## src/rtl/effect_pkg.sv

```systemverilog
`default_nettype none
// ============================================================================
// Module   : effect_pkg
// Desc     : Shared constants, FSM encoding and sample helpers for effect_mixer.
// Revision : 1.0 - initial release
// ============================================================================

package effect_pkg;

    localparam int CHOR_BASE    = 256;
    localparam int REV_DELAY    = 4096;
    localparam int LFO_MAX      = 63;
    localparam int LFO_PRESCALE = 512;
    localparam int MIDSCALE     = 2048;

    typedef enum logic [2:0] {
        ST_IDLE    = 3'd0,
        ST_RD_MAIN = 3'd1,
        ST_RD_CHOR = 3'd2,
        ST_RD_REV  = 3'd3,
        ST_CAP_REV = 3'd4,
        ST_MIX     = 3'd5
    } mix_state_t;

    // Offset-binary minus MIDSCALE is just an MSB flip, then sign extension.
    function automatic logic signed [12:0] tap_to_signed(input logic [11:0] x);
        return {~x[11], ~x[11], x[10:0]};
    endfunction

    function automatic logic [11:0] sat_offset(input logic signed [13:0] acc);
        if (acc > 14'sd2047) begin
            return 12'hFFF;
        end else if (acc < -14'sd2048) begin
            return 12'h000;
        end else begin
            return {~acc[11], acc[10:0]};
        end
    endfunction

endpackage

`default_nettype wire

```

## src/rtl/effect_mixer_if.sv

```systemverilog
`default_nettype none
// ============================================================================
// Module   : effect_mixer_if
// Desc     : Control, sample-memory and output signals of effect_mixer.
// Revision : 1.0 - initial release
// ============================================================================

interface effect_mixer_if
    import effect_pkg::*;
#(
    parameter int ADDR_W = 16,
    parameter int DATA_W = 16
);

    logic              start;
    logic              chorus_on;
    logic              reverb_on;
    logic [ADDR_W-1:0] wr_address;
    logic [DATA_W-1:0] mem_data;
    logic [ADDR_W-1:0] rd_address;
    logic              rd_active;
    logic [DATA_W-1:0] sample_out;
    logic              sample_valid;
    logic              overrun;

    modport master (
        output start, chorus_on, reverb_on, wr_address, mem_data,
        input  rd_address, rd_active, sample_out, sample_valid, overrun
    );

    modport slave (
        input  start, chorus_on, reverb_on, wr_address, mem_data,
        output rd_address, rd_active, sample_out, sample_valid, overrun
    );

endinterface

`default_nettype wire

```

## src/rtl/chorus_lfo.sv

```systemverilog
`default_nettype none
// ============================================================================
// Module   : chorus_lfo
// Desc     : Prescaled 6-bit triangle generator modulating the chorus delay.
// Revision : 1.0 - initial release
// ============================================================================

module chorus_lfo
    import effect_pkg::*;
#(
    parameter int PRESCALE = LFO_PRESCALE
)(
    input  logic       clk,
    input  logic       reset,
    input  logic       step,
    output logic [5:0] lfo
);

    localparam int c_PRE_W = (PRESCALE > 1) ? $clog2(PRESCALE) : 1;

    logic [c_PRE_W-1:0] r_prescale;
    logic [5:0]         r_lfo;
    logic               r_dir_up;
    logic               w_wrap;

    assign w_wrap = (r_prescale == c_PRE_W'(PRESCALE - 1));

    // Endpoints turn around immediately so neither 0 nor 63 is held twice.
    always_ff @(posedge clk or posedge reset) begin
        if (reset) begin
            r_prescale <= '0;
            r_lfo      <= '0;
            r_dir_up   <= 1'b1;
        end else if (step) begin
            if (w_wrap) begin
                r_prescale <= '0;
                if (r_dir_up) begin
                    if (r_lfo == 6'(LFO_MAX)) begin
                        r_lfo    <= r_lfo - 6'd1;
                        r_dir_up <= 1'b0;
                    end else begin
                        r_lfo <= r_lfo + 6'd1;
                    end
                end else begin
                    if (r_lfo == 6'd0) begin
                        r_lfo    <= 6'd1;
                        r_dir_up <= 1'b1;
                    end else begin
                        r_lfo <= r_lfo - 6'd1;
                    end
                end
            end else begin
                r_prescale <= r_prescale + c_PRE_W'(1);
            end
        end
    end

    assign lfo = r_lfo;

endmodule

`default_nettype wire

```

## src/rtl/effect_mixer.sv

```systemverilog
`default_nettype none
// ============================================================================
// Module   : effect_mixer
// Desc     : Per-sample mixer reading main/chorus/reverb taps from sample memory.
// Revision : 1.0 - initial release
// ============================================================================

module effect_mixer
    import effect_pkg::*;
#(
    parameter int ADDR_W  = 16,
    parameter int DATA_W  = 16,
    parameter int LFO_DIV = LFO_PRESCALE
)(
    input  logic          clk,
    input  logic          reset,
    effect_mixer_if.slave bus
);

    mix_state_t        r_state;
    mix_state_t        w_state_nxt;
    logic [ADDR_W-1:0] r_base;
    logic [ADDR_W-1:0] r_chor_delay;
    logic              r_chor_on;
    logic              r_rev_on;
    logic [11:0]       r_main;
    logic [11:0]       r_chor;
    logic [11:0]       r_rev;
    logic [DATA_W-1:0] r_sample_out;
    logic              r_sample_valid;
    logic              r_overrun;

    logic              w_accept;
    logic [ADDR_W-1:0] w_rd_address;
    logic              w_rd_active;
    logic [5:0]        w_lfo;
    logic signed [12:0] w_dm;
    logic signed [12:0] w_dc;
    logic signed [12:0] w_dr;
    logic [13:0]       w_half_c;
    logic [13:0]       w_half_r;
    logic signed [13:0] w_acc;
    logic [11:0]       w_mix;
    logic [DATA_W-13:0] w_unused_mem_hi;

    assign w_accept        = (r_state == ST_IDLE) && bus.start;
    assign w_unused_mem_hi = bus.mem_data[DATA_W-1:12];

    always_ff @(posedge clk or posedge reset) begin
        if (reset) begin
            r_state <= ST_IDLE;
        end else begin
            r_state <= w_state_nxt;
        end
    end

    always_comb begin
        w_state_nxt  = r_state;
        w_rd_active  = 1'b0;
        w_rd_address = '0;
        case (r_state)
            ST_IDLE: begin
                if (bus.start) begin
                    w_state_nxt = ST_RD_MAIN;
                end
            end
            ST_RD_MAIN: begin
                w_state_nxt  = ST_RD_CHOR;
                w_rd_active  = 1'b1;
                w_rd_address = r_base;
            end
            ST_RD_CHOR: begin
                w_state_nxt  = ST_RD_REV;
                w_rd_active  = 1'b1;
                w_rd_address = r_base - r_chor_delay;
            end
            ST_RD_REV: begin
                w_state_nxt  = ST_CAP_REV;
                w_rd_active  = 1'b1;
                w_rd_address = r_base - ADDR_W'(REV_DELAY);
            end
            ST_CAP_REV: begin
                w_state_nxt = ST_MIX;
            end
            ST_MIX: begin
                w_state_nxt = ST_IDLE;
            end
            default: begin
                w_state_nxt = ST_IDLE;
            end
        endcase
    end

    // Each capture lands one state after its address, matching the memory latency.
    always_ff @(posedge clk or posedge reset) begin
        if (reset) begin
            r_base         <= '0;
            r_chor_delay   <= '0;
            r_chor_on      <= 1'b0;
            r_rev_on       <= 1'b0;
            r_main         <= '0;
            r_chor         <= '0;
            r_rev          <= '0;
            r_sample_out   <= '0;
            r_sample_valid <= 1'b0;
            r_overrun      <= 1'b0;
        end else begin
            r_sample_valid <= (r_state == ST_MIX);
            r_overrun      <= bus.start && (r_state != ST_IDLE);
            if (w_accept) begin
                r_base       <= bus.wr_address;
                r_chor_on    <= bus.chorus_on;
                r_rev_on     <= bus.reverb_on;
                r_chor_delay <= ADDR_W'(CHOR_BASE) + ADDR_W'(w_lfo);
            end
            if (r_state == ST_RD_CHOR) begin
                r_main <= bus.mem_data[11:0];
            end
            if (r_state == ST_RD_REV) begin
                r_chor <= bus.mem_data[11:0];
            end
            if (r_state == ST_CAP_REV) begin
                r_rev <= bus.mem_data[11:0];
            end
            if (r_state == ST_MIX) begin
                r_sample_out <= DATA_W'(w_mix);
            end
        end
    end

    assign w_dm     = tap_to_signed(r_main);
    assign w_dc     = tap_to_signed(r_chor);
    assign w_dr     = tap_to_signed(r_rev);
    assign w_half_c = r_chor_on ? {w_dc[12], w_dc[12], w_dc[12:1]} : 14'd0;
    assign w_half_r = r_rev_on  ? {w_dr[12], w_dr[12], w_dr[12:1]} : 14'd0;
    assign w_acc    = $signed({w_dm[12], w_dm} + w_half_c + w_half_r);
    assign w_mix    = sat_offset(w_acc);

    chorus_lfo #(
        .PRESCALE (LFO_DIV)
    ) u_lfo (
        .clk   (clk),
        .reset (reset),
        .step  (r_sample_valid),
        .lfo   (w_lfo)
    );

    assign bus.rd_address   = w_rd_address;
    assign bus.rd_active    = w_rd_active;
    assign bus.sample_out   = r_sample_out;
    assign bus.sample_valid = r_sample_valid;
    assign bus.overrun      = r_overrun;

endmodule

`default_nettype wire

```

## src/flat_wrapper.sv

```systemverilog
// flat-port wrapper written by rule: the top's interface ports become plain ports
module effect_mixer_flat import effect_pkg::*;
#(
    parameter int ADDR_W  = 16,
    parameter int DATA_W  = 16,
    parameter int LFO_DIV = LFO_PRESCALE
)
  (clk, reset, bus_start, bus_chorus_on, bus_reverb_on, bus_wr_address, bus_mem_data, bus_rd_address, bus_rd_active, bus_sample_out, bus_sample_valid, bus_overrun);
  effect_mixer_if #(.ADDR_W(ADDR_W), .DATA_W(DATA_W)) bus_i ();
  input  logic clk;
  input  logic reset;
  input wire logic [$bits(bus_i.start)-1:0] bus_start;
  input wire logic [$bits(bus_i.chorus_on)-1:0] bus_chorus_on;
  input wire logic [$bits(bus_i.reverb_on)-1:0] bus_reverb_on;
  input wire logic [$bits(bus_i.wr_address)-1:0] bus_wr_address;
  input wire logic [$bits(bus_i.mem_data)-1:0] bus_mem_data;
  output wire logic [$bits(bus_i.rd_address)-1:0] bus_rd_address;
  output wire logic [$bits(bus_i.rd_active)-1:0] bus_rd_active;
  output wire logic [$bits(bus_i.sample_out)-1:0] bus_sample_out;
  output wire logic [$bits(bus_i.sample_valid)-1:0] bus_sample_valid;
  output wire logic [$bits(bus_i.overrun)-1:0] bus_overrun;
  assign bus_i.start = bus_start;
  assign bus_i.chorus_on = bus_chorus_on;
  assign bus_i.reverb_on = bus_reverb_on;
  assign bus_i.wr_address = bus_wr_address;
  assign bus_i.mem_data = bus_mem_data;
  assign bus_rd_address = bus_i.rd_address;
  assign bus_rd_active = bus_i.rd_active;
  assign bus_sample_out = bus_i.sample_out;
  assign bus_sample_valid = bus_i.sample_valid;
  assign bus_overrun = bus_i.overrun;
  effect_mixer #(.ADDR_W(ADDR_W), .DATA_W(DATA_W), .LFO_DIV(LFO_DIV)) u_core (.clk(clk), .reset(reset), .bus(bus_i));
endmodule
```

## config.mk

```make
export PLATFORM = sky130hd
export DESIGN_NAME = effect_mixer_flat
export DESIGN_NICKNAME = d
export VERILOG_FILES = /design/src/rtl/effect_pkg.sv /design/src/rtl/effect_mixer_if.sv /design/src/rtl/chorus_lfo.sv /design/src/rtl/effect_mixer.sv /design/src/flat_wrapper.sv
export SDC_FILE = /design/constraint.sdc
export NUM_CORES = 1
export LEC_CHECK = 0
export BUFFER_PORTS_ARGS = -buffer_cell sky130_fd_sc_hd__buf_2
export CAP_MARGIN = 25
export CELL_PAD_IN_SITES_DETAIL_PLACEMENT = 0
export CELL_PAD_IN_SITES_GLOBAL_PLACEMENT = 1
export CORE_UTILIZATION = 41
export DETAILED_ROUTE_END_ITERATION = 10
export GPL_TIMING_DRIVEN = 0
export PLACE_DENSITY = 0.86
export SKIP_CTS_REPAIR_TIMING = 1
export SYNTH_ARGS = -nofsm -noshare
export SYNTH_HDL_FRONTEND = slang
export SYNTH_HIERARCHICAL = 1
export SYNTH_SLANG_ARGS = --single-unit
```

## constraint.sdc

```tcl
create_clock -name clk -period 3.2 [get_ports clk]
set_clock_uncertainty 0.05 [all_clocks]
set_input_delay 0.64 -clock clk [delete_from_list [all_inputs] [get_ports clk]]
set_output_delay 0.64 -clock clk [all_outputs]
set_load 0.02 [all_outputs]
```

==> impl_metrics.py <==
metrics = {
    "run_status": {
        "result_of_the_run": "finished with violations",
        "violations": "setup timing",
    },
    "setup_path": {
        "critical_path.slowest_cell": "a2111o_1",
        "r2r_setup_slack_ps": -140,
        "r2r_start": "u_core/r_rev_on",
        "worstPathBufferInverterCount": 3,
        "worst_setup_path_end_kind": "output pin",
        "largest_stage_delay_on_the_critical_path_ps": 450,
        "startpoint_type": "flop",
        "critPathMaxFanout": 5,
        "critical_path.cell_chain": "inv_2, ha_4, inv_2, fa_2, a21o_1, a21oi_2, o21bai_1, a2111o_1, nand2_4, a21oi_2, or3_4, a21oi_4, buf_6",
        "startpoint": "u_core/r_base[0]",
        "critPathRequiredTime_ps": 2510,
        "arrival_ps": 3070,
        "cp_top_family": "compound AO/OA/AOI/OAI gates",
        "timing_worst_setup_path_type": "reg -> out",
    },
    "floorplanning": {
        "placeableCoreArea_sq_um": 13200,
        "dieHeight_um": 119,
        "initial_utilization": 0.421,
        "dieWidth_um": 119,
        "die-area_sq_um": 14100,
        "std_cell_rows": 42,
        "io_pins": 72,
    },
    "synthesis": {
        "synth-edff-count": 0,
        "post_synth_main_area_contributors": "dfrtp_1 (41%), mux2_2 (8.1%), ha_1 (5.6%), nand2_1 (5.5%), fa_1 (5.0%)",
        "syn-cell-area_sq_um": 5570,
        "post_synth_inst_count": 569,
        "synth_area_leader_cell": "dfrtp_1",
        "synthesis.yosys.warnings": 6,
        "ys_seq_elements": 92,
        "yosys.cell_types.count": 68,
        "post-synth-top-area-fraction": 0.409,
        "synthesized_area_per_cell_sq_um": 9.79,
        "synth_async_sr_flop_share": 1.00,
        "synth_flop_cell": "dfrtp_1",
        "share_of_the_yosys_chip_area_belonging_to_registers": 0.413,
    },
    "timing": {
        "max_clk_rate_mhz": 266,
        "min_period_ps": 3760,
        "timing.final.crit_share": 1.18,
        "hold_viol": 0,
        "rsz0062_at_grt": "yes",
        "setup_viol_count_final": 20,
        "slack_of_the_critical_path_ps": -561,
        "report.final.slew_viol_count": 0,
        "maxSlewHeadroom": 0.406,
        "worst_slew_pin_slew_ps": 886,
    },
    "placement": {
        "finalWeightedCongestion": 0.888,
        "place_hpwl_um": 9210,
        "place_worst_setup_slack_ps": -483,
        "placement.io_buffers": 63,
    },
    "clock_tree": {
        "cts_max_path_buffers": 2,
        "tritoncts": "built",
        "cts-root-buf": "clkbuf_16",
        "clock_sink_count": 92,
        "clkLatencyLatePin_ps": 350,
        "htree_depth": 3,
        "cts_buffer_count": 9,
        "path_clk_slew_ps": 70,
    },
    "global_route": {
        "globalRouteOverflowTotal": 0,
        "use_met2": 0.323,
        "first_global_vias": 4379,
        "maximum_number_of_pins_on_one_net_before_global_route_repair": 65,
        "global_route_usage_over_all_layers": 0.185,
        "grt_first_pass_wirelength_um": 20800,
        "grt_antenna_before_repair": 0,
        "globalRouteMet1Util": 0.225,
        "grt_use_met3": 0.0468,
        "global_route.peak_usage_layer": "met2",
    },
    "drt": {
        "drt-wirelength-per-cell_um": 15.1,
        "route.antenna.remaining_nets": 0,
        "drc": 0,
        "detail_route.vias_per_cell": 5.24,
        "detail_route.wirelength_um": 13000,
        "dr.pass1.iters": 4,
        "detail_route.iter0.violations": 269,
        "detailroute.via_count": 4489,
    },
    "min_path": {
        "hp-class": "in -> async",
    },
    "finish": {
        "finalNetCount": 751,
        "layout-area-overhead-vs-synth_pct": 24.6,
        "drive_gt1_frac": 0.341,
        "num_antenna_cells": 0,
        "final_core_utilization": 0.524,
    },
    "flow_run": {
        "timing.max_cap.violations": 0,
    },
}
[area by class of cell]
cell class | count | area [sq um]
plain buffers | 26 | 156
clock buffers | 9 | 225
clock inverters | 7 | 61.3
fillers | 1212 | 6300
inverters | 32 | 123
multi-input cells | 423 | 3250
flip-flops and latches | 92 | 2310
well taps | 176 | 220
repair buffers | 91 | 601
[placed cells by master, fill, tap and decap left out, types with 6 or more instances in the layout]
master and count:
nand3_1 10, nor3_1 7, xnor2_1 6, nor2b_1 7
inv_1 27, buf_2 56, fa_1 11, o21ai_1 8
ha_1 21, buf_4 35, clkbuf_16 10, nand2_1 79
mux2_2 40, a21oi_2 8, o21ai_2 13, o21ai_0 26
clkbuf_1 11, nor2_1 30, a21oi_1 19, dfrtp_1 89
and2_1 21
[cell usage after synthesis (6+ instances only)]
master    count
nand3_1      10
o21ai_2      10
a21oi_1      28
inv_1        32
ha_1         25
or3_1         6
nand2_1      82
dfrtp_1      91
nor3_1        8
mux2_2       40
xnor2_1       7
fa_1         14
nor2_1       35
and2_1       22
nor2b_1       8
clkbuf_1     15
o21ai_0      33
[worst register-to-register path, cell delays in order (launching register included)]
cell,delay (ps)
dfrtp_2,440
buf_8,150
nand2_4,50
fa_1,510
inv_2,40
ha_4,150
fa_2,370
a21oi_2,170
o22ai_2,110
o41ai_4,320
o21ai_2,120
xnor2_2,180
a21oi_4,240
o21ba_4,190
o31ai_4,160
[logic make-up (layout without fill, tap and decap cells)]
group                      Yosys count  in the layout  synth area share
AOI/OAI and AO/OA                  121            121             0.149
xor gates and xnor gates            13             13            0.0218
adders and majority gates           39             39             0.106
buffers and inverters               58            165            0.0451
DFF                                 92             92             0.413
muxes                               42             42            0.0844
other                                1              4          0.000673
and+or+nand+nor                    203            204             0.179
[path summary, 6_finish.rpt]
check,to,cells past startpoint
setup / recovery,bus_rd_address[12],13
hold / removal,u_core/r_base[10],2
setup reg to reg,u_core/bus.sample_out[6],14
hold reg to reg,u_core/bus.sample_out[10],2
max in group asynchronous,u_core/u_lfo/r_prescale[8],2
min in group clk,u_core/bus.sample_out[10],2
[registers in the layout, summed over array words and instances, names as in the netlist]
| register | count |
|---|---|
| u_core/u_lfo/r_prescale | 9 |
| u_core/bus.overrun | 1 |
| u_core/bus.sample_valid | 1 |
| u_core/r_state | 3 |
| u_core/r_main | 12 |
| u_core/r_chor_on | 1 |
| u_core/r_chor_delay | 7 |
| u_core/u_lfo/lfo | 6 |
| u_core/bus.sample_out | 12 |
| u_core/r_base | 16 |
| u_core/r_rev | 11 |
| u_core/r_rev_on | 1 |
| u_core/u_lfo/r_dir_up | 1 |
| u_core/r_chor | 11 |
[metal layers]
metal,routed length (um),up-vias
met5,0,-
li1,-,2175
met3,463,14
met2,6850,94
met1,5470,2206
met4,176,0
[per-stage QoR]
stage	cell area (sq um)	instances	setup TNS [ps]	hold slack, ps
6_report	6940	856	-3410	163
5_1_grt	6940	856	-6280	169
4_1_cts	6520	828	-9130	153
3_5_place_dp	6230	812	-5790	408
3_3_place_gp	6190	811	-26030	406
2_1_floorplan	5660	572	-1130	390
Power is left out: the tool's default activity adds up to more than one toggle a clock period on the data nets, which glitch-free logic cannot reach.
